## src/rtl/axi_master_arbiter_if.sv

```systemverilog
// Bundle of requester-side and master-side signals around the command arbiter.
// The "master" modport is the arbiter's view: it is the single command
// master towards the AXI engine. The "slave" modport is the surrounding
// environment, which contains the requesters and the AXI engine.
interface axi_master_arbiter_if #(
  parameter int NUM_REQ = 4
);

  // Requester side
  logic [NUM_REQ-1:0]    i_req;
  logic [2*NUM_REQ-1:0]  i_req_rw;
  logic [3*NUM_REQ-1:0]  i_req_size;
  logic [32*NUM_REQ-1:0] i_req_addr;
  logic [64*NUM_REQ-1:0] i_req_wdata;
  logic [NUM_REQ-1:0]    o_gnt;
  logic [NUM_REQ-1:0]    o_resp_valid;
  logic [63:0]           o_resp_rdata;
  logic                  o_resp_error;
  logic                  o_resp_invalid;
  logic                  o_busy;

  // AXI master engine side
  logic [1:0]            o_cmd_rw;
  logic [2:0]            o_cmd_size;
  logic [31:0]           o_cmd_addr;
  logic [63:0]           o_cmd_wdata;
  logic                  o_cmd_clear;
  logic                  i_cmd_wait;
  logic                  i_cmd_done;
  logic                  i_cmd_error;
  logic                  i_cmd_invalid;
  logic [63:0]           i_cmd_rdata;

  modport master (
    input  i_req, i_req_rw, i_req_size, i_req_addr, i_req_wdata,
    output o_gnt, o_resp_valid, o_resp_rdata, o_resp_error, o_resp_invalid, o_busy,
    output o_cmd_rw, o_cmd_size, o_cmd_addr, o_cmd_wdata, o_cmd_clear,
    input  i_cmd_wait, i_cmd_done, i_cmd_error, i_cmd_invalid, i_cmd_rdata
  );

  modport slave (
    output i_req, i_req_rw, i_req_size, i_req_addr, i_req_wdata,
    input  o_gnt, o_resp_valid, o_resp_rdata, o_resp_error, o_resp_invalid, o_busy,
    input  o_cmd_rw, o_cmd_size, o_cmd_addr, o_cmd_wdata, o_cmd_clear,
    output i_cmd_wait, i_cmd_done, i_cmd_error, i_cmd_invalid, i_cmd_rdata
  );

endinterface

```

## src/rtl/axi_master_arbiter.sv

```systemverilog
// Round-robin arbiter sharing one simple AXI master command port between
// NUM_REQ requesters. One transaction is outstanding at a time: issue, wait
// for completion, then hand the latched result back to the owner.
module axi_master_arbiter #(
  parameter int NUM_REQ = 4
) (
  input  logic                 i_clk,
  input  logic                 i_rst_n,
  axi_master_arbiter_if.master bus
);

  localparam int IDX_W = (NUM_REQ > 1) ? $clog2(NUM_REQ) : 1;

  typedef enum logic [1:0] {
    ARB_IDLE  = 2'd0,
    ARB_ISSUE = 2'd1,
    ARB_WAIT  = 2'd2,
    ARB_RESP  = 2'd3
  } arbState_e;

  arbState_e          state_q, state_d;
  logic [IDX_W-1:0]   rrPtr_q, rrPtr_d;
  logic [IDX_W-1:0]   grantIdx_q, grantIdx_d;
  logic               isRead_q, isRead_d;
  logic [63:0]        rdata_q, rdata_d;
  logic               error_q, error_d;
  logic               invalid_q, invalid_d;

  logic [NUM_REQ-1:0] eligible;
  logic               selValid;
  logic [IDX_W-1:0]   selIdx;
  logic [IDX_W-1:0]   nextPtr;

  logic [1:0]         grantRw;
  logic [2:0]         grantSize;
  logic [31:0]        grantAddr;
  logic [63:0]        grantWdata;
  logic               issueReserved;
  logic               issueStall;
  logic               issueGo;

  // Live fields of the currently granted requester and the ISSUE decision.
  assign grantRw       = bus.i_req_rw[2*grantIdx_q +: 2];
  assign grantSize     = bus.i_req_size[3*grantIdx_q +: 3];
  assign grantAddr     = bus.i_req_addr[32*grantIdx_q +: 32];
  assign grantWdata    = bus.i_req_wdata[64*grantIdx_q +: 64];
  assign issueReserved = (state_q == ARB_ISSUE) && (grantRw == 2'b11);
  assign issueStall    = (state_q == ARB_ISSUE) && !issueReserved && bus.i_cmd_wait;
  assign issueGo       = (state_q == ARB_ISSUE) && !issueReserved && !bus.i_cmd_wait;
  assign nextPtr       = (grantIdx_q == IDX_W'(NUM_REQ-1)) ? '0 : grantIdx_q + 1'b1;

  // A requester competes only while requesting with a non-zero command.
  always_comb begin
    for (int k = 0; k < NUM_REQ; k++) begin
      eligible[k] = bus.i_req[k] && (bus.i_req_rw[2*k +: 2] != 2'b00);
    end
  end

  // Pick the first eligible requester starting at the round-robin pointer.
  always_comb begin
    int cand;
    selValid = 1'b0;
    selIdx   = '0;
    for (int i = 0; i < NUM_REQ; i++) begin
      cand = int'(rrPtr_q) + i;
      if (cand >= NUM_REQ) cand = cand - NUM_REQ;
      if (!selValid && eligible[cand]) begin
        selValid = 1'b1;
        selIdx   = IDX_W'(cand);
      end
    end
  end

  // State and bookkeeping registers; reset abandons any transaction in flight.
  always_ff @(posedge i_clk or negedge i_rst_n) begin
    if (!i_rst_n) begin
      state_q    <= ARB_IDLE;
      rrPtr_q    <= '0;
      grantIdx_q <= '0;
      isRead_q   <= 1'b0;
      rdata_q    <= '0;
      error_q    <= 1'b0;
      invalid_q  <= 1'b0;
    end else begin
      state_q    <= state_d;
      rrPtr_q    <= rrPtr_d;
      grantIdx_q <= grantIdx_d;
      isRead_q   <= isRead_d;
      rdata_q    <= rdata_d;
      error_q    <= error_d;
      invalid_q  <= invalid_d;
    end
  end

  // Next-state logic, including pointer advance and result capture.
  always_comb begin
    state_d    = state_q;
    rrPtr_d    = rrPtr_q;
    grantIdx_d = grantIdx_q;
    isRead_d   = isRead_q;
    rdata_d    = rdata_q;
    error_d    = error_q;
    invalid_d  = invalid_q;
    unique case (state_q)
      ARB_IDLE: begin
        if (selValid) begin
          grantIdx_d = selIdx;
          state_d    = ARB_ISSUE;
        end
      end
      ARB_ISSUE: begin
        if (issueReserved) begin
          rrPtr_d   = nextPtr;
          rdata_d   = '0;
          error_d   = 1'b1;
          invalid_d = 1'b1;
          state_d   = ARB_RESP;
        end else if (issueGo) begin
          rrPtr_d  = nextPtr;
          isRead_d = (grantRw == 2'b10);
          if (bus.i_cmd_done) begin
            rdata_d   = '0;
            error_d   = bus.i_cmd_error;
            invalid_d = bus.i_cmd_invalid;
            state_d   = ARB_RESP;
          end else begin
            state_d = ARB_WAIT;
          end
        end
      end
      ARB_WAIT: begin
        if (bus.i_cmd_done && !bus.i_cmd_wait) begin
          rdata_d   = isRead_q ? bus.i_cmd_rdata : 64'd0;
          error_d   = bus.i_cmd_error;
          invalid_d = bus.i_cmd_invalid;
          state_d   = ARB_RESP;
        end
      end
      ARB_RESP: begin
        state_d = ARB_IDLE;
      end
      default: state_d = ARB_IDLE;
    endcase
  end

  // Output decode: master command mux, grant pulse and one-cycle response.
  always_comb begin
    bus.o_gnt          = '0;
    bus.o_resp_valid   = '0;
    bus.o_resp_rdata   = '0;
    bus.o_resp_error   = 1'b0;
    bus.o_resp_invalid = 1'b0;
    bus.o_busy         = (state_q != ARB_IDLE);
    bus.o_cmd_rw       = 2'b00;
    bus.o_cmd_size     = '0;
    bus.o_cmd_addr     = '0;
    bus.o_cmd_wdata    = '0;
    bus.o_cmd_clear    = 1'b1;
    if (state_q == ARB_ISSUE) begin
      bus.o_cmd_size  = grantSize;
      bus.o_cmd_addr  = grantAddr;
      bus.o_cmd_wdata = grantWdata;
      if (issueReserved) begin
        bus.o_gnt[grantIdx_q] = 1'b1;
      end else if (issueGo) begin
        bus.o_cmd_rw          = grantRw;
        bus.o_cmd_clear       = 1'b0;
        bus.o_gnt[grantIdx_q] = 1'b1;
      end
    end
    if (state_q == ARB_RESP) begin
      bus.o_resp_valid[grantIdx_q] = 1'b1;
      bus.o_resp_rdata             = rdata_q;
      bus.o_resp_error             = error_q;
      bus.o_resp_invalid           = invalid_q;
    end
  end

endmodule

```

## src/flat_wrapper.sv

```systemverilog
// flat-port wrapper written by rule: the top's interface ports become plain ports
module axi_master_arbiter_flat 
#(
  parameter int NUM_REQ = 4
)
  (i_clk, i_rst_n, bus_i_req, bus_i_req_rw, bus_i_req_size, bus_i_req_addr, bus_i_req_wdata, bus_o_gnt, bus_o_resp_valid, bus_o_resp_rdata, bus_o_resp_error, bus_o_resp_invalid, bus_o_busy, bus_o_cmd_rw, bus_o_cmd_size, bus_o_cmd_addr, bus_o_cmd_wdata, bus_o_cmd_clear, bus_i_cmd_wait, bus_i_cmd_done, bus_i_cmd_error, bus_i_cmd_invalid, bus_i_cmd_rdata);
  axi_master_arbiter_if #(.NUM_REQ(NUM_REQ)) bus_i ();
  input  logic i_clk;
  input  logic i_rst_n;
  input wire logic [$bits(bus_i.i_req)-1:0] bus_i_req;
  input wire logic [$bits(bus_i.i_req_rw)-1:0] bus_i_req_rw;
  input wire logic [$bits(bus_i.i_req_size)-1:0] bus_i_req_size;
  input wire logic [$bits(bus_i.i_req_addr)-1:0] bus_i_req_addr;
  input wire logic [$bits(bus_i.i_req_wdata)-1:0] bus_i_req_wdata;
  output wire logic [$bits(bus_i.o_gnt)-1:0] bus_o_gnt;
  output wire logic [$bits(bus_i.o_resp_valid)-1:0] bus_o_resp_valid;
  output wire logic [$bits(bus_i.o_resp_rdata)-1:0] bus_o_resp_rdata;
  output wire logic [$bits(bus_i.o_resp_error)-1:0] bus_o_resp_error;
  output wire logic [$bits(bus_i.o_resp_invalid)-1:0] bus_o_resp_invalid;
  output wire logic [$bits(bus_i.o_busy)-1:0] bus_o_busy;
  output wire logic [$bits(bus_i.o_cmd_rw)-1:0] bus_o_cmd_rw;
  output wire logic [$bits(bus_i.o_cmd_size)-1:0] bus_o_cmd_size;
  output wire logic [$bits(bus_i.o_cmd_addr)-1:0] bus_o_cmd_addr;
  output wire logic [$bits(bus_i.o_cmd_wdata)-1:0] bus_o_cmd_wdata;
  output wire logic [$bits(bus_i.o_cmd_clear)-1:0] bus_o_cmd_clear;
  input wire logic [$bits(bus_i.i_cmd_wait)-1:0] bus_i_cmd_wait;
  input wire logic [$bits(bus_i.i_cmd_done)-1:0] bus_i_cmd_done;
  input wire logic [$bits(bus_i.i_cmd_error)-1:0] bus_i_cmd_error;
  input wire logic [$bits(bus_i.i_cmd_invalid)-1:0] bus_i_cmd_invalid;
  input wire logic [$bits(bus_i.i_cmd_rdata)-1:0] bus_i_cmd_rdata;
  assign bus_i.i_req = bus_i_req;
  assign bus_i.i_req_rw = bus_i_req_rw;
  assign bus_i.i_req_size = bus_i_req_size;
  assign bus_i.i_req_addr = bus_i_req_addr;
  assign bus_i.i_req_wdata = bus_i_req_wdata;
  assign bus_o_gnt = bus_i.o_gnt;
  assign bus_o_resp_valid = bus_i.o_resp_valid;
  assign bus_o_resp_rdata = bus_i.o_resp_rdata;
  assign bus_o_resp_error = bus_i.o_resp_error;
  assign bus_o_resp_invalid = bus_i.o_resp_invalid;
  assign bus_o_busy = bus_i.o_busy;
  assign bus_o_cmd_rw = bus_i.o_cmd_rw;
  assign bus_o_cmd_size = bus_i.o_cmd_size;
  assign bus_o_cmd_addr = bus_i.o_cmd_addr;
  assign bus_o_cmd_wdata = bus_i.o_cmd_wdata;
  assign bus_o_cmd_clear = bus_i.o_cmd_clear;
  assign bus_i.i_cmd_wait = bus_i_cmd_wait;
  assign bus_i.i_cmd_done = bus_i_cmd_done;
  assign bus_i.i_cmd_error = bus_i_cmd_error;
  assign bus_i.i_cmd_invalid = bus_i_cmd_invalid;
  assign bus_i.i_cmd_rdata = bus_i_cmd_rdata;
  axi_master_arbiter #(.NUM_REQ(NUM_REQ)) u_core (.i_clk(i_clk), .i_rst_n(i_rst_n), .bus(bus_i));
endmodule
```

## config.mk

```make
export PLATFORM = sky130hd
export DESIGN_NAME = axi_master_arbiter_flat
export DESIGN_NICKNAME = d
export VERILOG_FILES = /design/src/rtl/axi_master_arbiter_if.sv /design/src/rtl/axi_master_arbiter.sv /design/src/flat_wrapper.sv
export SDC_FILE = /design/constraint.sdc
export NUM_CORES = 1
export LEC_CHECK = 0
export ABC_CLOCK_PERIOD_IN_PS = 4300
export BUFFER_PORTS_ARGS = -buffer_cell sky130_fd_sc_hd__buf_2
export CORE_AREA = 10 10 244 246
export DETAILED_ROUTE_END_ITERATION = 8
export DIE_AREA = 0 0 254 256
export GPL_ROUTABILITY_DRIVEN = 0
export SYNTH_ARGS = -nofsm -noshare
export SYNTH_HDL_FRONTEND = slang
export SYNTH_SLANG_ARGS = --single-unit
export TNS_END_PERCENT = 1
```

## constraint.sdc

```tcl
create_clock -name i_clk -period 4.3 [get_ports i_clk]
set_clock_uncertainty 0.2 [all_clocks]
set_input_delay 0.43 -clock i_clk [delete_from_list [all_inputs] [get_ports i_clk]]
set_output_delay 0.43 -clock i_clk [all_outputs]
set_load 0.02 [all_outputs]
```

# Yosys cells after proc, flatten, opt, wreduce, memory -nomap -nowiden
# Index checks and enable logic that the tools add are counted.
[op_classes] n_addsub=8 n_shift=4 div=0 reduce_logical=30 magnitude_cmp=10 multipliers=1 mux=67 bitwise=1 eq_ne=10
[op_table] op="$mux W64" n=7
[op_table] op="$shiftx A256 B9 Y64" n=1
[op_table] op="$mux W32" n=5
[op_table] op="$lt A32 B4 Y1 const B" n=4
[op_table] op="$pmux W64 S2" n=1
[op_table] op="$shiftx A128 B8 Y32" n=1
[op_table] op="$ge A32 B4 Y1 const B" n=3
[op_table] op="$sub A32 B4 Y32 const B" n=3
[op_table] op="$mux W2" n=14
[op_table] op="$mux W1" n=27
[op_table] op="$mux W4" n=4
[op_table] op="$reduce_bool A2 Y1" n=7
[op_table] op="$logic_and A1 B1 Y1" n=12
[op_table] op="$shiftx A12 B5 Y3" n=1
[op_table] op="$eq A2 B2 Y1 const B" n=5
[op_table] op="$bmux W1 S2" n=4
[op_table] op="$pmux W2 S4" n=1
[op_table] op="$shiftx A8 B4 Y2" n=1
[op_table] op="$add A2 B2 Y3 const B" n=2
[op_table] op="$reduce_and A3 Y1" n=2
[op_table] op="$logic_not A1 Y1" n=5
[op_table] op="$mul A2 B2 Y4 const A" n=1
[op_table] op="$ne A2 B1 Y1 const B" n=2
[op_table] op="$pmux W1 S2" n=2
[op_table] op="15 further kinds" n=16
[word_totals] ramBits=0 wordCells=138 out_inout_bits=177 input_bits=478 latch_bits=0 mem_count=0 mem_bits_ro=0 reg_bits=73

# Depth between registers and ports, before layout
# Gate-level depths: netlist (run 1).
[logic_depth] ltp_word=17 ltp_mapped=7 ltp_nobuf=6

# Worst setup path after synthesis (run 1)
# OpenSTA, ideal clock, no wires.
[synth_path] path_kind="register -> output" startpoint="register u_core.grantIdx_q[0]" endpoint="output port bus_o_cmd_rw[1]" path_stages_with_launch=5 slack_ns=1.788 t_arrival_ns=1.882 cell_sequence="dfrtp_1 buf_6 mux4_2 a21o_1 nor3b_1"
[synth_between] elab_chain_len=9
[synth_lines] item="start, declared" line_no="axi_master_arbiter.sv:23" rtl="logic [IDX_W-1:0] grantIdx_q, grantIdx_d;"
[synth_lines] item="start signal, assigned" line_no="axi_master_arbiter.sv:87" rtl="grantIdx_q <= grantIdx_d;"
[synth_lines] item="$shiftx A8 B4 Y2 *" line_no="axi_master_arbiter.sv:43" rtl="assign grantRw = bus.i_req_rw[2*grantIdx_q +: 2];"
[synth_lines] item="$eq A2 B2 Y1" line_no="axi_master_arbiter.sv:47" rtl="assign issueReserved = (state_q == ARB_ISSUE) && (grantRw == 2'b11);"
[synth_lines] item="$logic_and A1 B1 Y1" line_no="axi_master_arbiter.sv:47"
[synth_lines] item="$logic_not A1 Y1"
[synth_lines] item="$logic_and A1 B1 Y1"
[synth_lines] item="$logic_and A1 B1 Y1" line_no="axi_master_arbiter.sv:49" rtl="assign issueGo = (state_q == ARB_ISSUE) && !issueReserved && !bus.i_cmd_wait;"
[synth_lines] item="$mux W2" line_no="axi_master_arbiter.sv:165" rtl="end else if (issueGo) begin"
[synth_lines] item="$mux W2 *" line_no="axi_master_arbiter.sv:163" rtl="if (issueReserved) begin"
[synth_lines] item="$mux W2 *" line_no="axi_master_arbiter.sv:159" rtl="if (state_q == ARB_ISSUE) begin"
[synth_lines] item="end, declared" line_no="flat_wrapper.sv:21" rtl="output wire logic [$bits(bus_i.o_cmd_rw)-1:0] bus_o_cmd_rw;"
# Every way passes the cells marked *; elsewhere a longest branch is shown, timed or not.

# Final worst setup path (run 1)
[layout_path] startpoint="register u_core.grantIdx_q[0]" endpoint="output port bus_o_cmd_wdata[20]"
[layout_between] elab_chain_len=2
[layout_lines] item="$shiftx A256 B9 Y64" line_no="axi_master_arbiter.sv:46" rtl="assign grantWdata = bus.i_req_wdata[64*grantIdx_q +: 64];"
[layout_lines] item="$mux W64" line_no="axi_master_arbiter.sv:159"
[layout_lines] item="end, declared" line_no="flat_wrapper.sv:24" rtl="output wire logic [$bits(bus_i.o_cmd_wdata)-1:0] bus_o_cmd_wdata;"
# No other way between the ends.

==> results of run 1 <==
per-stage QoR:
stage               total power [mW]  setup slack [ns]  instances  cell area, um^2
global placement                5.21              1.28       1850            10600
detailed placement              5.25              1.26       1850            10600
finish                          6.06             0.953       1872            11000
CTS                             6.18             0.890       1866            10900
floorplan                       3.64              1.79        542             6620
global route                    6.45             0.811       1869            11000
power breakdown:
group / internal, mW / switching, mW / leakage [nW]
clock network: 0.571 / 0.314 / 0.163
logic: 1.66 / 2.57 / 4.33
registers: 0.799 / 0.152 / 0.996
kinds of logic after synthesis:
kind of cell / count (synthesis) / share of synthesized area
AO/OA/AOI/OAI: 93 / 0.127
adder cells (fa/ha/maj): 8 / 0.0151
buffers and inverters: 70 / 0.0497
flip-flops: 73 / 0.276
multiplexers: 105 / 0.350
AND/OR/NAND/NOR: 193 / 0.182
layout by cell type (no fill, tap or decap), types with 4 or more instances in the layout:
cell type	netlist	routed
sky130_fd_sc_hd__nand3b_1	4	4
sky130_fd_sc_hd__o21ai_0	4	4
sky130_fd_sc_hd__a21oi_1	6	6
sky130_fd_sc_hd__buf_4	0	9
sky130_fd_sc_hd__and2_1	173	173
sky130_fd_sc_hd__a32o_1	64	64
sky130_fd_sc_hd__ha_1	8	7
sky130_fd_sc_hd__o21a_1	4	4
sky130_fd_sc_hd__nand2_1	6	6
sky130_fd_sc_hd__clkbuf_16	0	9
sky130_fd_sc_hd__mux4_2	101	101
sky130_fd_sc_hd__buf_2	11	654
sky130_fd_sc_hd__inv_1	9	9
sky130_fd_sc_hd__diode_2	0	6
sky130_fd_sc_hd__dfrtp_1	73	71
worst max-delay path, delay by kind of cell, from the launching register on:
kind / cells / cell delay, ns
AND/OR/NAND/NOR: 1 / 0.23
multiplexers: 1 / 0.72
flip-flops: 1 / 0.79
buffers and inverters: 2 / 0.58
registers in the layout (all words and copies together), names as in the netlist:
name               cells
u_core.state_q         2
u_core.error_q         1
u_core.invalid_q       1
u_core.isRead_q        1
u_core.rrPtr_q         2
u_core.rdata_q        64
u_core.grantIdx_q      2
final timing paths:
check	from	endpoint	slack [ns]	depth (start not counted)
max in group asynchronous	i_rst_n	u_core.grantIdx_q[0]$_DFFE_PN0P_	2.87	2
worst max-delay path	u_core.grantIdx_q[0]$_DFFE_PN0P_	bus_o_cmd_wdata[20]	0.95	4
min in group i_clk	bus_i_cmd_rdata[46]	u_core.rdata_q[46]$_DFFE_PN0P_	0.11	2
worst max register to register	u_core.grantIdx_q[0]$_DFFE_PN0P_	u_core.rdata_q[39]$_DFFE_PN0P_	1.34	4
worst min register to register	u_core.isRead_q$_DFFE_PN0P_	u_core.isRead_q$_DFFE_PN0P_	0.29	1
worst min-delay path	i_rst_n	u_core.rdata_q[19]$_DFFE_PN0P_	-0.02	1
layer usage:
layer,global-route usage,part of all wire,vias to the layer above
li1,-,-,3362
met1,0.190,0.40,4096
met2,0.236,0.45,535
met3,0.0583,0.12,62
met4,0.0309,0.020,12
met5,0,0.0013,-
area by class of cell:
class | instances | area (um^2) | area share
Timing Repair Buffer | 665 | 3380 | 0.308
Tap cell | 704 | 881 | 0.0803
Clock buffer | 10 | 229 | 0.0209
Multi-Input combinational cell | 399 | 4480 | 0.408
Inverter | 9 | 33.8 | 0.00308
Antenna cell | 6 | 15.0 | 0.00137
Sequential cell | 73 | 1830 | 0.167
Clock inverter | 6 | 115 | 0.0105
==> impl_results.rst, run 1 <==
.. list-table::
   :header-rows: 1

   * - Metric
     - Value
   * - Maximum operating frequency
     - 299 MHz
   * - Number of enable flip-flop cells after synthesis
     - 0
   * - Leakage power total
     - 5.49 nW
   * - Die Wd
     - 254 um
   * - Synthesized netlist cell count
     - 542
   * - Filler cells
     - 6065
   * - Violated checks
     - hold timing
   * - Clock tree from TritonCTS
     - done
   * - Run status
     - finished with violations
   * - Most common flop cell mapped by yosys
     - sky130_fd_sc_hd__dfrtp_1
   * - Count of final max-slew check failures
     - 0
   * - Fraction of layout cells with a size suffix above 1
     - 0.680
   * - Summed instance area of the synthesized netlist
     - 6620 um^2
   * - Maximum fanout count along the critical path
     - 31
   * - Top post-synthesis cells by area
     - sky130_fd_sc_hd__mux4_2, sky130_fd_sc_hd__dfrtp_1, sky130_fd_sc_hd__and2_1, sky130_fd_sc_hd__a32o_1, sky130_fd_sc_hd__clkbuf_1
   * - H-Tree Level Count
     - 3
   * - Final HPWL from detailed placement
     - 45400 um
   * - Most frequently used cell type in the post-synthesis netlist
     - sky130_fd_sc_hd__and2_1
   * - Standard-cell row count
     - 86
   * - Final number of hold-violating endpoints
     - 6
   * - Quantity of gates resized following cts
     - 0
   * - Slew at the pin closest to its max-slew limit
     - 0.841 ns
   * - Number of antenna violations at the first check in global routing
     - 23
   * - Slowest cell on the critical path
     - sky130_fd_sc_hd__dfrtp_4
   * - DRT Wirelength
     - 51800 um
   * - Required @ worst endpoint
     - 3.67 ns
   * - Ratio of final minimum period to clock period
     - 0.778
   * - Worst stage delay on the critical path
     - 0.79 ns
   * - Via/cell ratio
     - 4.31
   * - Arrival time reported for the critical path endpoint
     - 2.72 ns
   * - DRT Pass-1 Iters
     - 5
   * - Total Nets Final
     - 1643
   * - Number of buffers created by CTS
     - 9
   * - Die span in y
     - 256 um
   * - Final setup violation count
     - 0
   * - Startpoint kind of the worst setup timing path
     - flip-flop
   * - Std-Cell Core Area
     - 54700 um^2
   * - Cell accounting for the most synthesized area
     - sky130_fd_sc_hd__mux4_2
   * - Starting density of the core
     - 0.121
   * - I/O pin count
     - 655
   * - PwrDens
     - ~550 nW/um^2
   * - Final core utilization
     - 0.201
   * - Summed negative setup slack over all endpoints
     - 0 ns
   * - Pin count of the biggest net entering global routing
     - 100
   * - Gr usage total
     - 0.150
   * - Per-cell routed wire length
     - between 20 and 30 um
   * - Warnings from Yosys
     - 0
   * - Clock slew seen by the registers of the worst setup and hold paths
     - 0.06 ns
   * - Clock sink count
     - 73
   * - IO Port Bufs
     - 654
   * - Number of distinct library cells after synthesis
     - 31
   * - Leading post-synthesis cells by instance count
     - sky130_fd_sc_hd__and2_1, sky130_fd_sc_hd__mux4_2, sky130_fd_sc_hd__dfrtp_1
   * - Average cell area after synthesis
     - 12.2 um^2
   * - Die ar.
     - between 60000 and 70000 um^2
   * - Maximum buffer depth of the clock tree
     - 2
   * - Total gr overflow
     - 0
   * - Crit-path cells
     - buf_4, mux4_2, and2_1, buf_2
   * - Vias in the first global route
     - between 8k and 9k
   * - Peak supply drop
     - roughly 0.29 mV
   * - Area share of the leading cell type in the synthesized netlist
     - 0.344
   * - Root buffer cell
     - sky130_fd_sc_hd__clkbuf_16
   * - Min Clock Period, post-route
     - 3.35 ns
   * - Number of remaining DRC errors
     - 0
   * - Element type at the critical path end
     - output port
   * - Post-route ant nets
     - 0
   * - Type of the setup path with the least slack
     - reg2out
   * - Post-CTS Hold Buffers
     - 0
   * - Mapped Nets
     - between 1k and 1.5k
   * - Vias post-DR
     - ~8k
   * - Layout overhead on the synthesized area
     - 65.6%
   * - Drt first-iter violations
     - ~660
   * - Class of the tightest hold or removal check
     - in2async
   * - Sequential fraction of the synthesis area
     - 0.276
   * - Buffer count from post-CTS setup fixing
     - 0
   * - Clock insertion delay at the later pin of the skew report
     - 0.34 ns
   * - Hold Slack
     - -0.0165 ns
   * - Max capacitance violation total
     - 0
   * - Global-route wire length before repair
     - 69800 um
   * - Unrepaired setup endpoints after global routing
     - false
   * - Relative slew slack
     - 0.440
   * - #FFs+latches synth
     - 73
   * - Async set or reset register ratio after synthesis
     - 1.00
Note: power is estimated with default switching activity, not from simulation.
==> run 2, diff against run 1 <==
ABC_CLOCK_PERIOD_IN_PS = 2800   (was 4300)
CORE_AREA = 10 10 249 251   (was 10 10 244 246)
DIE_AREA = 0 0 259 261   (was 0 0 254 256)
clock period = 2.8 ns   (was 4.3 ns; I/O delays follow)
==> run 2 against run 1 <==
The run now ends clean. Die area rose by 4.0%. Setup slack lost 0.88 ns. Global-route usage fell by 0.99 points.
==> impl_results.rst, run 2 (synthesis gave the netlist of run 1 again) <==
.. list-table::
   :header-rows: 1

   * - Metric
     - Value
   * - Starting density of the core
     - 0.116 (-0.00526)
   * - Final core utilization
     - 0.209 (+0.00867)
   * - IO Port Bufs
     - 654 (unchanged)
   * - Ratio of final minimum period to clock period
     - 0.972
   * - Min Clock Period, post-route
     - 2.72 ns
   * - Relative slew slack
     - 0.506 (+0.0662)
   * - Max capacitance violation total
     - 0 (unchanged)
   * - Endpoint of the worst hold-timing path
     - u_core.invalid_q$_DFFE_PN0P_
   * - Pin count of the biggest net entering global routing
     - 100 (unchanged)
   * - Startpoint kind of the worst setup timing path
     - flip-flop
   * - Clock tree from TritonCTS
     - done
   * - Via/cell ratio
     - 4.18 (-3.1%)
   * - Required @ worst endpoint
     - 2.32 ns (-1.35 ns)
   * - Total gr overflow
     - 0 (unchanged)
   * - Leading cell types in the layout, fill and taps excluded
     - sky130_fd_sc_hd__buf_2, sky130_fd_sc_hd__and2_1, sky130_fd_sc_hd__mux4_2
   * - Post-route ant nets
     - 0 (unchanged)
   * - Final HPWL from detailed placement
     - 42800 um (-5.7%)
   * - Run status
     - completed
   * - DRT Wirelength
     - 50600 um (-2.2%)
   * - Layout overhead on the synthesized area
     - 80.6%
   * - Maximum buffer depth of the clock tree
     - 2 (unchanged)
   * - Placed inst area
     - 10800 um^2 (+2.0%)
   * - Root buffer cell
     - sky130_fd_sc_hd__clkbuf_16
   * - Clock sink count
     - 73 (unchanged)
   * - Element type at the critical path end
     - output port
   * - Summed negative setup slack over all endpoints
     - 0 ns (unchanged)
   * - Class of the tightest hold or removal check
     - in2reg
   * - Final setup violation count
     - 0 (unchanged)
   * - Max FFs per register
     - 64 (unchanged)
   * - Register with the most flip-flops
     - u_core.rdata_q
   * - Worst R2R Path Depth
     - 5 (+1)
   * - Count of placed standard cells in the final layout, fillers left out
     - 2024 (+8.1%)
   * - I/O pin count
     - 655 (unchanged)
   * - Final instance area
     - 12000 um^2 (+9.1%)
   * - Reg-to-reg slack, setup
     - 0.42 ns (-0.92 ns)
   * - Gr usage total
     - 0.140 (-0.00987)
   * - Depth of the worst hold-timing path
     - 3
   * - H-Tree Level Count
     - 3 (unchanged)
   * - Standard-cell row count
     - 88 (+2.3%)
   * - Final number of hold-violating endpoints
     - 0 (-6)
   * - Global-route wire length before repair
     - 68900 um (-1.3%)
   * - Maximum operating frequency
     - 367 MHz
   * - Leakage power total
     - 5.90 nW (+7.4%)
   * - Setup WS pre-CTS
     - 0.362 ns (-0.902 ns)
   * - Count of final max-slew check failures
     - 0 (unchanged)
   * - Reg-to-reg endpoint
     - u_core.rdata_q[57]$_DFFE_PN0P_
   * - Total Nets Final
     - 1728 (+5.2%)
   * - Clock slew seen by the registers of the worst setup and hold paths
     - 0.06 ns (about the same)
   * - Fraction of layout cells with a size suffix above 1
     - 0.651 (-0.0287)
   * - Maximum fanout count along the critical path
     - 16 (-48%)
   * - Final critical-path setup slack
     - 0.0779 ns (-0.875 ns)
   * - Unrepaired setup endpoints after global routing
     - false
   * - Drt first-iter violations
     - 859 (+31%)
   * - Leading cell type in the layout, fill and taps excluded
     - sky130_fd_sc_hd__buf_2
   * - Peak supply drop
     - 0.587 mV (+110%)
   * - Number of buffers created by CTS
     - 9 (unchanged)
   * - Vias post-DR
     - 8455 (+4.8%)
   * - Number of antenna violations at the first check in global routing
     - 26 (+13%)
   * - DRT Pass-1 Iters
     - 5 (unchanged)
   * - Vias in the first global route
     - 8986 (+4.9%)
   * - Startpoint of the most critical hold path
     - bus_i_cmd_invalid
   * - Die ar.
     - 67600 um^2 (+4.0%)
   * - Std-Cell Core Area
     - 57100 um^2 (+4.5%)
   * - Beginning of the worst register-to-register path
     - u_core.state_q[0]$_DFFE_PN0P_
   * - Per-cell routed wire length
     - 25.0 um (-9.5%)
   * - Die Wd
     - 259 um (+2.0%)
   * - Type of the setup path with the least slack
     - reg2out
   * - Die span in y
     - 261 um (+2.0%)
   * - PwrDens
     - 793 nW/um^2 (+44%)
   * - Total placed cells including tap cells
     - 1918 (+3.7%)
   * - Slew at the pin closest to its max-slew limit
     - 0.741 ns (-0.0993 ns)
   * - Clock insertion delay at the later pin of the skew report
     - 0.35 ns (about the same)
   * - Number of remaining DRC errors
     - 0 (unchanged)
   * - Arrival time reported for the critical path endpoint
     - 2.24 ns (-0.48 ns)
==> run 2: cell types whose count changed in the layout (fill, tap and decap cells not counted), moves of 2 or more <==
cell and delta:
sky130_fd_sc_hd__buf_12 +4, sky130_fd_sc_hd__buf_16 +2, sky130_fd_sc_hd__buf_4 +14, sky130_fd_sc_hd__diode_2 +6
sky130_fd_sc_hd__dlygate4sd3_1 +65
==> run 2: area by class of cell <==
type	instances	area, um^2
sequential	73	1830
antenna	12	30.0
multi-input combinational	399	4480
timing repair buffer	750	4300
clock buffer	10	229
fill	6209	45200
inverter	9	33.8
tap	765	957
clock inverter	6	91.3
==> run 2: power by group <==
part           internal [mW]  leakage, nW  switching (mW)
logic                   2.95         4.75            3.90
registers               1.23        0.996           0.142
clock network          0.785        0.157           0.486
total                   4.96         5.90            4.52
==> run 2: per-stage QoR <==
| step | power, mW | hold WS, ns |
|---|---|---|
| floorplan | 5.58 | -0.216 |
| global placement | 7.91 | 0.132 |
| detailed placement | 8.00 | 0.144 |
| CTS | 9.51 | 0.0549 |
| global route | 10.1 | 0.0693 |
| finish | 9.48 | 0.0719 |
==> run 2: worst max path at each step <==
stage,from,end,slack [ns]
after global placement,u_core.grantIdx_q[0]$_DFFE_PN0P_,bus_o_cmd_addr[3],0.36
after CTS,u_core.grantIdx_q[0]$_DFFE_PN0P_,bus_o_cmd_addr[3],0.05
after global routing,u_core.grantIdx_q[0]$_DFFE_PN0P_,bus_o_cmd_addr[5],0.008
final,u_core.grantIdx_q[0]$_DFFE_PN0P_,bus_o_cmd_addr[3],0.08
after floorplan,u_core.grantIdx_q[0]$_DFFE_PN0P_,bus_o_cmd_rw[1],0.44
after detailed placement,u_core.grantIdx_q[0]$_DFFE_PN0P_,bus_o_cmd_addr[3],0.36
==> run 2: metal layers <==
layer / vias to the layer above / track usage / part of all wire
met5: - / 0 / 0.0014
met1: 4202 / 0.155 / 0.36
met3: 92 / 0.0567 / 0.11
met4: 12 / 0.0439 / 0.033
met2: 601 / 0.241 / 0.49
li1: 3548 / - / -
==> run 2: critical path: stages (launching register included) <==
cell                      delay [ns]
sky130_fd_sc_hd__dfrtp_4        0.49
sky130_fd_sc_hd__buf_16         0.18
sky130_fd_sc_hd__buf_16         0.18
sky130_fd_sc_hd__mux4_2         0.61
sky130_fd_sc_hd__and2_1         0.20
sky130_fd_sc_hd__buf_2          0.19
==> run 2: timing repair <==
| action | CTS | global route |
|---|---|---|
| cloned | 1 | 0 |
| buffers inserted | 1 | 11 |
| hold endpoints to repair | 107 | 0 |
| setup endpoints to repair | 1 | 2 |
| hold buffers | 65 | 0 |
| resized for setup | 1 | 2 |
==> run 3, diff against run 2 <==
ABC_CLOCK_PERIOD_IN_PS = 2500   (was 2800)
clock period = 2.5 ns   (was 2.8 ns; I/O delays follow)
==> run 3 against run 2 <==
Sequential power increased by 12%. Critical endpoint is now bus_o_cmd_wdata[0]. Final area increased by 9.3%. Sequential cell count unchanged. The run now ends with setup timing left.
==> impl_results.rst, run 3 (synthesis gave the netlist of run 1 again) <==
.. list-table::
   :header-rows: 1

   * - Metric
     - Value
   * - Total gr overflow
     - 0 (unchanged)
   * - Total Nets Final
     - 1753 (+1.4%)
   * - Leakage power total
     - 6.30 nW (+6.7%)
   * - Total placed cells including tap cells
     - 1930 (+0.63%)
   * - Summed negative setup slack over all endpoints
     - -4.07 ns (-4.07 ns)
   * - Clock sink count
     - 73 (unchanged)
   * - Std-Cell Core Area
     - 57100 um^2 (unchanged)
   * - Count of placed standard cells in the final layout, fillers left out
     - 2045 (+1.0%)
   * - DRT Wirelength
     - 52900 um (+4.5%)
   * - PwrDens
     - 965 nW/um^2 (+22%)
   * - Required @ worst endpoint
     - 2.05 ns (-0.27 ns)
   * - Routed wire length on met2
     - 26200 um (+6.0%)
   * - Startpoint kind of the worst setup timing path
     - flip-flop
   * - Clock slew seen by the registers of the worst setup and hold paths
     - 0.06 ns (about the same)
   * - Peak supply drop
     - 0.539 mV (-8.1%)
   * - Via/cell ratio
     - 4.20 (+0.62%)
   * - Maximum operating frequency
     - 380 MHz
   * - H-Tree Level Count
     - 3 (unchanged)
   * - Total length of routed met3 wires
     - 4940 um (-15%)
   * - Final number of hold-violating endpoints
     - 0 (unchanged)
   * - Setup WS pre-CTS
     - 0.0844 ns (-0.277 ns)
   * - Min Clock Period, post-route
     - roughly 2.6 ns
   * - Unrepaired setup endpoints after global routing
     - true
   * - Per-cell routed wire length
     - 25.9 um (+3.5%)
   * - Ratio of final minimum period to clock period
     - 1.05
   * - Placed inst area
     - 11000 um^2 (+1.3%)
   * - Number of buffers created by CTS
     - 9 (unchanged)
   * - Max capacitance violation total
     - 0 (unchanged)
   * - Family with the most delay on the worst path
     - buffers and inverters
   * - DRT Pass-1 Iters
     - 5 (unchanged)
   * - Arrival time reported for the critical path endpoint
     - 2.18 ns (-0.06 ns)
   * - Run status
     - finished with violations
   * - Crit-path cells
     - buf_12, buf_16, buf_8, buf_4, mux4_2, and2_4, buf_6
   * - IO Port Bufs
     - 654 (unchanged)
   * - Total power draw
     - 12.6 mW (+33%)
   * - I/O pin count
     - 655 (unchanged)
   * - Die Wd
     - 259 um (unchanged)
   * - Pin count of the biggest net entering global routing
     - 81 (-19%)
   * - Leading cell types in the layout, fill and taps excluded
     - sky130_fd_sc_hd__buf_2, sky130_fd_sc_hd__and2_1, sky130_fd_sc_hd__mux4_2
   * - Post-route ant nets
     - 0 (unchanged)
   * - Max FFs per register
     - 64 (unchanged)
   * - Global-route wire length before repair
     - 69500 um (+0.85%)
   * - Violated checks
     - setup timing
   * - Final instance area
     - 13100 um^2 (+9.3%)
   * - Final critical-path setup slack
     - -0.134 ns (-0.212 ns)
   * - Standard-cell row count
     - 88 (unchanged)
   * - Clock insertion delay at the later pin of the skew report
     - 0.35 ns (about the same)
   * - Number of buffer and inverter stages on the critical path
     - 5 (+2)
   * - Slew at the pin closest to its max-slew limit
     - 0.603 ns (-0.139 ns)
   * - Register with the most flip-flops
     - u_core.rdata_q
   * - Hold Slack
     - 0.0487 ns (-0.0232 ns)
   * - Root buffer cell
     - sky130_fd_sc_hd__clkbuf_16
   * - Type of the setup path with the least slack
     - reg2out
   * - Maximum buffer depth of the clock tree
     - 2 (unchanged)
   * - Number of remaining DRC errors
     - 0 (unchanged)
   * - Final HPWL from detailed placement
     - 43300 um (+1.2%)
   * - Leading cell type in the layout, fill and taps excluded
     - sky130_fd_sc_hd__buf_2
   * - Relative slew slack
     - 0.593 (+0.0871)
   * - Element type at the critical path end
     - output port
   * - Drt first-iter violations
     - 573 (-33%)
   * - Vias post-DR
     - 8596 (+1.7%)
   * - Number of antenna violations at the first check in global routing
     - 28 (+7.7%)
   * - Count of final max-slew check failures
     - 0 (unchanged)
   * - Final setup violation count
     - 76 (+76)
   * - Slowest cell on the critical path
     - sky130_fd_sc_hd__dfrtp_4
   * - Die ar.
     - 67600 um^2 (unchanged)
   * - Highest metal layer with signal wires
     - met5
   * - Die span in y
     - 261 um (unchanged)
   * - Starting density of the core
     - 0.116 (unchanged)
   * - Maximum fanout count along the critical path
     - 6 (-10)
   * - Layout overhead on the synthesized area
     - 97.4%
   * - Worst stage delay on the critical path
     - 0.53 ns (-0.08 ns)
   * - Gr usage total
     - 0.142 (+0.00180)
   * - Filler cells
     - 6110 (-1.6%)
   * - Clock tree from TritonCTS
     - done
   * - Sum of routed wire segments on met1
     - 20000 um (+8.8%)
   * - Vias in the first global route
     - 9117 (+1.5%)
   * - Final core utilization
     - 0.229 (+0.0195)
   * - Fraction of layout cells with a size suffix above 1
     - 0.715 (+0.0642)
   * - Class of the tightest hold or removal check
     - in2reg
## run 3: final timing paths
kind	start	to	slack, ns	cells after the start
max in group asynchronous	i_rst_n	u_core.rdata_q[39]$_DFFE_PN0P_	1.31	3
min reg2reg	u_core.isRead_q$_DFFE_PN0P_	u_core.isRead_q$_DFFE_PN0P_	0.29	1
min	bus_i_cmd_error	u_core.error_q$_DFFE_PN0P_	0.05	3
max reg2reg	u_core.grantIdx_q[0]$_DFFE_PN0P_	u_core.state_q[0]$_DFFE_PN0P_	-0.03	7
min in group asynchronous	i_rst_n	u_core.rdata_q[14]$_DFFE_PN0P_	0.20	2
max	u_core.grantIdx_q[0]$_DFFE_PN0P_	bus_o_cmd_wdata[0]	-0.13	7
## run 3: what timing repair did
item,4_1_cts,5_1_grt
setup endpoints to repair,101,103
endpoints found under the hold margin,98,0
setup buffers,4,16
pin swaps,10,10
gates cloned,1,5
hold buffers,65,0
resized for setup,128,127
## run 3: layout make-up
type / count / area [um^2] / share of cell area
inverter: 9 / 33.8 / 0.00258
timing repair buffer: 775 / 5220 / 0.399
multi-input combinational: 399 / 4690 / 0.359
clock buffer: 9 / 225 / 0.0172
antenna: 8 / 20.0 / 0.00153
clock inverter: 7 / 93.8 / 0.00718
sequential: 73 / 1830 / 0.140
tap: 765 / 957 / 0.0732
## run 3: routing by layer
metal | global-route usage | up-vias
li1 | - | 3599
met5 | 0 | -
met3 | 0.0447 | 98
met2 | 0.247 | 584
met4 | 0.0453 | 6
met1 | 0.163 | 4309
## run 3: power breakdown
part / total (mW) / internal (mW) / leakage [nW] / switching [mW]
clock network: 1.42 / 0.874 / 0.152 / 0.547
logic: 9.67 / 4.76 / 5.15 / 4.91
registers: 1.53 / 1.38 / 0.996 / 0.157
## run 3: tightest hold or removal path: stages
cell and delay [ns]:
sky130_fd_sc_hd__buf_2 0.10, sky130_fd_sc_hd__o221ai_1 0.15, sky130_fd_sc_hd__a31oi_1 0.05
